## config.mk

```make
export PLATFORM = sky130hd
export DESIGN_NAME = inst_prefetch_buffer
export DESIGN_NICKNAME = d
export VERILOG_FILES = /design/src/rtl/inst_prefetch_buffer.sv
export SDC_FILE = /design/constraint.sdc
export NUM_CORES = 1
export LEC_CHECK = 0
export BUFFER_PORTS_ARGS = -buffer_cell sky130_fd_sc_hd__buf_4
export CAP_MARGIN = 15
export CORE_MARGIN = 4
export CORE_UTILIZATION = 52
export DETAILED_ROUTE_END_ITERATION = 10
export GPL_ROUTABILITY_DRIVEN = 0
export PLACE_DENSITY = 0.72
export SETUP_SLACK_MARGIN = 0.02
export SLEW_MARGIN = 40
export SYNTH_ARGS = -nofsm -noshare
export SYNTH_HDL_FRONTEND = slang
export SYNTH_SLANG_ARGS = --single-unit
```

## constraint.sdc

```tcl
create_clock -name CLK -period 32.2 [get_ports CLK]
set_input_delay 4.83 -clock CLK [delete_from_list [all_inputs] [get_ports CLK]]
set_output_delay 4.83 -clock CLK [all_outputs]
set_load 0.01 [all_outputs]
```

## src/rtl/inst_prefetch_buffer.sv

```systemverilog
// Instruction prefetch queue: issues one word fetch at a time to a variable-latency memory.
// It buffers returned words with their PC and hands them to decode in order; a redirect flushes the queue.
module inst_prefetch_buffer #(
    parameter int          DEPTH    = 4,
    parameter logic [31:0] RESET_PC = 32'h0000_0000
) (
    input  logic                     CLK,
    input  logic                     RESET,
    output logic                     Mem_req,
    output logic [31:0]              Mem_addr,
    input  logic                     Mem_gnt,
    input  logic                     Mem_rvalid,
    input  logic [31:0]              Mem_rdata,
    input  logic                     Redirect,
    input  logic [31:0]              Redirect_PC,
    output logic                     Inst_valid,
    output logic [31:0]              Instruction,
    output logic [31:0]              Inst_PC,
    input  logic                     Inst_ready,
    output logic [$clog2(DEPTH):0]   Count
);

    localparam int PW = $clog2(DEPTH);
    localparam int CW = PW + 1;

    typedef enum logic [1:0] {
        S_IDLE  = 2'd0,
        S_WAIT  = 2'd1,
        S_DRAIN = 2'd2
    } state_t;

    state_t          r_state;
    state_t          w_nextState;
    logic [31:0]     r_fetchPc;
    logic [31:0]     r_reqPc;
    logic [PW-1:0]   r_rdPtr;
    logic [PW-1:0]   r_wrPtr;
    logic [CW-1:0]   r_count;
    logic [31:0]     r_instMem [DEPTH];
    logic [31:0]     r_pcMem   [DEPTH];

    logic            w_grant;
    logic            w_push;
    logic            w_pop;

    // Mem_req is also held low while reset is asserted so the interface is quiet during reset.
    assign Mem_req     = (r_state == S_IDLE) && (r_count < CW'(DEPTH)) && !Redirect && !RESET;
    assign Mem_addr    = r_fetchPc;
    assign w_grant     = Mem_req && Mem_gnt;
    assign w_push      = (r_state == S_WAIT) && Mem_rvalid && !Redirect;
    assign w_pop       = (r_count != '0) && Inst_ready && !Redirect;
    assign Inst_valid  = (r_count != '0);
    assign Instruction = r_instMem[r_rdPtr];
    assign Inst_PC     = r_pcMem[r_rdPtr];
    assign Count       = r_count;

    always_comb begin
        w_nextState = r_state;
        if (Redirect) begin
            // A request still in flight must have its response swallowed later.
            if ((r_state == S_WAIT || r_state == S_DRAIN) && !Mem_rvalid)
                w_nextState = S_DRAIN;
            else
                w_nextState = S_IDLE;
        end else begin
            unique case (r_state)
                S_IDLE:  if (w_grant)    w_nextState = S_WAIT;
                S_WAIT:  if (Mem_rvalid) w_nextState = S_IDLE;
                S_DRAIN: if (Mem_rvalid) w_nextState = S_IDLE;
                default: w_nextState = S_IDLE;
            endcase
        end
    end

    always_ff @(posedge CLK or posedge RESET) begin
        if (RESET)
            r_state <= S_IDLE;
        else
            r_state <= w_nextState;
    end

    always_ff @(posedge CLK or posedge RESET) begin
        if (RESET) begin
            r_fetchPc <= RESET_PC;
            r_reqPc   <= '0;
            r_rdPtr   <= '0;
            r_wrPtr   <= '0;
            r_count   <= '0;
        end else if (Redirect) begin
            r_fetchPc <= Redirect_PC;
            r_rdPtr   <= '0;
            r_wrPtr   <= '0;
            r_count   <= '0;
        end else begin
            if (w_grant) begin
                r_reqPc   <= r_fetchPc;
                r_fetchPc <= r_fetchPc + 32'd4;
            end
            if (w_push)
                r_wrPtr <= r_wrPtr + 1'b1;
            if (w_pop)
                r_rdPtr <= r_rdPtr + 1'b1;
            if (w_push && !w_pop)
                r_count <= r_count + 1'b1;
            else if (w_pop && !w_push)
                r_count <= r_count - 1'b1;
        end
    end

    always_ff @(posedge CLK or posedge RESET) begin
        if (RESET) begin
            for (int i = 0; i < DEPTH; i++) begin
                r_instMem[i] <= '0;
                r_pcMem[i]   <= '0;
            end
        end else if (w_push) begin
            r_instMem[r_wrPtr] <= Mem_rdata;
            r_pcMem[r_wrPtr]   <= r_reqPc;
        end
    end

endmodule

```

==> flow_summary.toml <==
[setup_path]
path_cells = "buf_4, nor4b_4, buf_4"
crit_family = "simple AND/OR/NAND/NOR gates"
critPathRequiredTime_ns = 27.37
path_max_fanout = 45
cp-end-kind = "output port"
critPathKind = "primary input to output port"
slowest_delay_ns = 0.48
crit_buf_inv = 2
crit_path_frequent_cell = "buf_4"
cp_data_arrival_time_ns = 5.79
crit_slowest_cell = "nor4b_4"
startpoint_type = "primary input"

[placement]
dp_hpwl_um = 19500
port_buffers = 170
post-place-ws_ns = 21.56
dpl_cell_area_um2 = 16300

[run]
drv_cap = 0

[clock_network]
htree_levels = 2
insertion_delay_ns = 0.51
hold_buffers = 0
cts_tree = "built"
cts-root-buf = "clkbuf_16"
clk_transition_reported_paths_ns = 0.05
ctsResizeCount = 0
clock-sinks = 329
numCtsBuffers = 37
max-clock-path-buffers = 3
post_cts_buffers = 0

[cells_and_area]
stdcell_area_um2 = 17500
nNetsFinal = 1271
fill_cells = 2158
final_cell_mix = "dfrtp_1, mux2_2, buf_4"
diodes = 0
final_common_cell = "dfrtp_1"
syn2layout_area_growth_pct = 19.3
drive_gt1_frac = 0.472

[drt]
wl_per_cell_um = 20.2
drc_errors = 0
vias = 9193
first_iter_violations = 525
drt-total-wl_um = 32200
ant_nets = 0
drtPass1Iterations = 5
via_per_inst = 5.76

[hold_path]
holdCritPathClass = "flop to flop"

[floorplanning]
io_pins = 171
dieArea_um2 = 30900
die_y_um = 176
die_x_um = 176
core_area_um2 = 27800
row_count = 61
start_util = 0.526

[pwr]
total_power_mw = 1.20
ir_drop_uv = 53.2
p_leak_nw = 8.58
power_density_nw_per_um2 = 68.7

[synth]
synth_nets = 1113
yosysUniqueCellTypes = 52
ys_ff_latch = 329
avgSynthCellArea_um2 = 14.1
synth_ff_type = "dfrtp_1"
synth_edf_count = 0
synthArstFlopShare = 1.00
yosysSeqAreaShare = 0.563
ys_warn_count = 0
syn-cell-area_um2 = 14600
syn_inst = 1035

[sta]
fin_worst_skew_ns = 0.0142
worst_slack_ns = 21.58
timing.final.crit_period_ns = 10.62
max_freq_ghz = 0.0941
finalSetupViolCount = 0
setup_tns_ns = 0
relSlewSlack = 0.480
rsz0062_at_grt = "no"
final-max-slew-violation-count = 0
tightest_slew_ns = 0.779
fin_crit_sh = 0.330
finalHoldViolations = 0

[global_routing]
grt_pass1_wl_um = 52700
grt_max_degree = 130
grt_antenna_before_repair = 0
track_usage = 0.212
grt_overflow = 0
grt_pass1_vias = 9702

[outcome]
status = "finished clean"
-- final cells by class --
cell class | count | area [µm²] | share of cell area
multi-input combinational | 637 | 6160 | 0.353
inverter | 10 | 50.0 | 0.00287
timing repair buffer | 178 | 1360 | 0.0779
clock inverter | 7 | 42.5 | 0.00244
tap | 378 | 473 | 0.0271
clock buffer | 56 | 1130 | 0.0647
sequential | 329 | 8240 | 0.472
-- kinds of logic (layout without fill, tap and decap cells) --
| family | after synthesis | after routing | synth area share |
|---|---|---|---|
| compound gates | 62 | 62 | 0.0299 |
| xor+xnor | 7 | 7 | 0.00419 |
| fa+ha+maj | 8 | 8 | 0.00736 |
| buf+inv | 69 | 251 | 0.0209 |
| flops | 329 | 329 | 0.563 |
| mux | 326 | 326 | 0.300 |
| simple gates | 234 | 234 | 0.0747 |
-- state kept, by name, indices dropped and copies added (netlist names) --
| register | flops |
|---|---|
| Count | 3 |
| Mem_addr | 32 |
| r_instMem | 128 |
| r_pcMem | 128 |
| r_rdPtr | 2 |
| r_reqPc | 32 |
| r_state | 2 |
| r_wrPtr | 2 |
-- metrics by stage --
stage                     hold slack [ns]  utilization  cells
after detailed placement            0.488        0.586   1532
after global placement              0.482        0.583   1531
after floorplan                     0.474            -   1035
after CTS                           0.500        0.628   1595
final                               0.499        0.628   1595
after global routing                0.505        0.628   1595
-- synthesized netlist by cell type, drive strengths merged (7+ instances only) --
library cell	number	area [µm²]
nor2	23	86.3
dfrtp	329	8230
nand4	12	96.3
nand3	22	110
mux4	64	1440
mux2	258	2910
inv	10	37.5
nand2	139	522
nor3	12	65.1
buf	42	204
ha	7	87.6
clkbuf	17	63.8
o21ai	18	90.1
-- power breakdown --
part           leakage (nW)  switching [mW]  internal [mW]
Combinational          3.54           0.114          0.146
Sequential             4.46          0.0676          0.470
Clock                 0.583           0.160          0.241
Total                  8.58           0.341          0.857
-- per-layer routing --
layer / share of wire / track usage / vias up
li1: - / - / 4115
met1: 0.45 / 0.307 / 4736
met2: 0.48 / 0.338 / 284
met3: 0.057 / 0.0375 / 58
met4: 0.022 / 0.0556 / 0
met5: 0 / 0 / -
-- final timing paths --
path                              startpoint            to  slack [ns]  depth (start not counted)
worst max-delay path                Redirect       Mem_req       21.58                          3
worst min-delay path            r_instMem[0]  r_instMem[0]        0.50                          1
worst max register to register    r_state[0]   Mem_addr[9]       29.54                          8
worst min register to register  r_instMem[0]  r_instMem[0]        0.50                          1
max in group asynchronous              RESET    r_rdPtr[1]       26.58                          3
min in group asynchronous              RESET   r_pcMem[85]        4.45                          2
(Power assumes the default switching activity.)
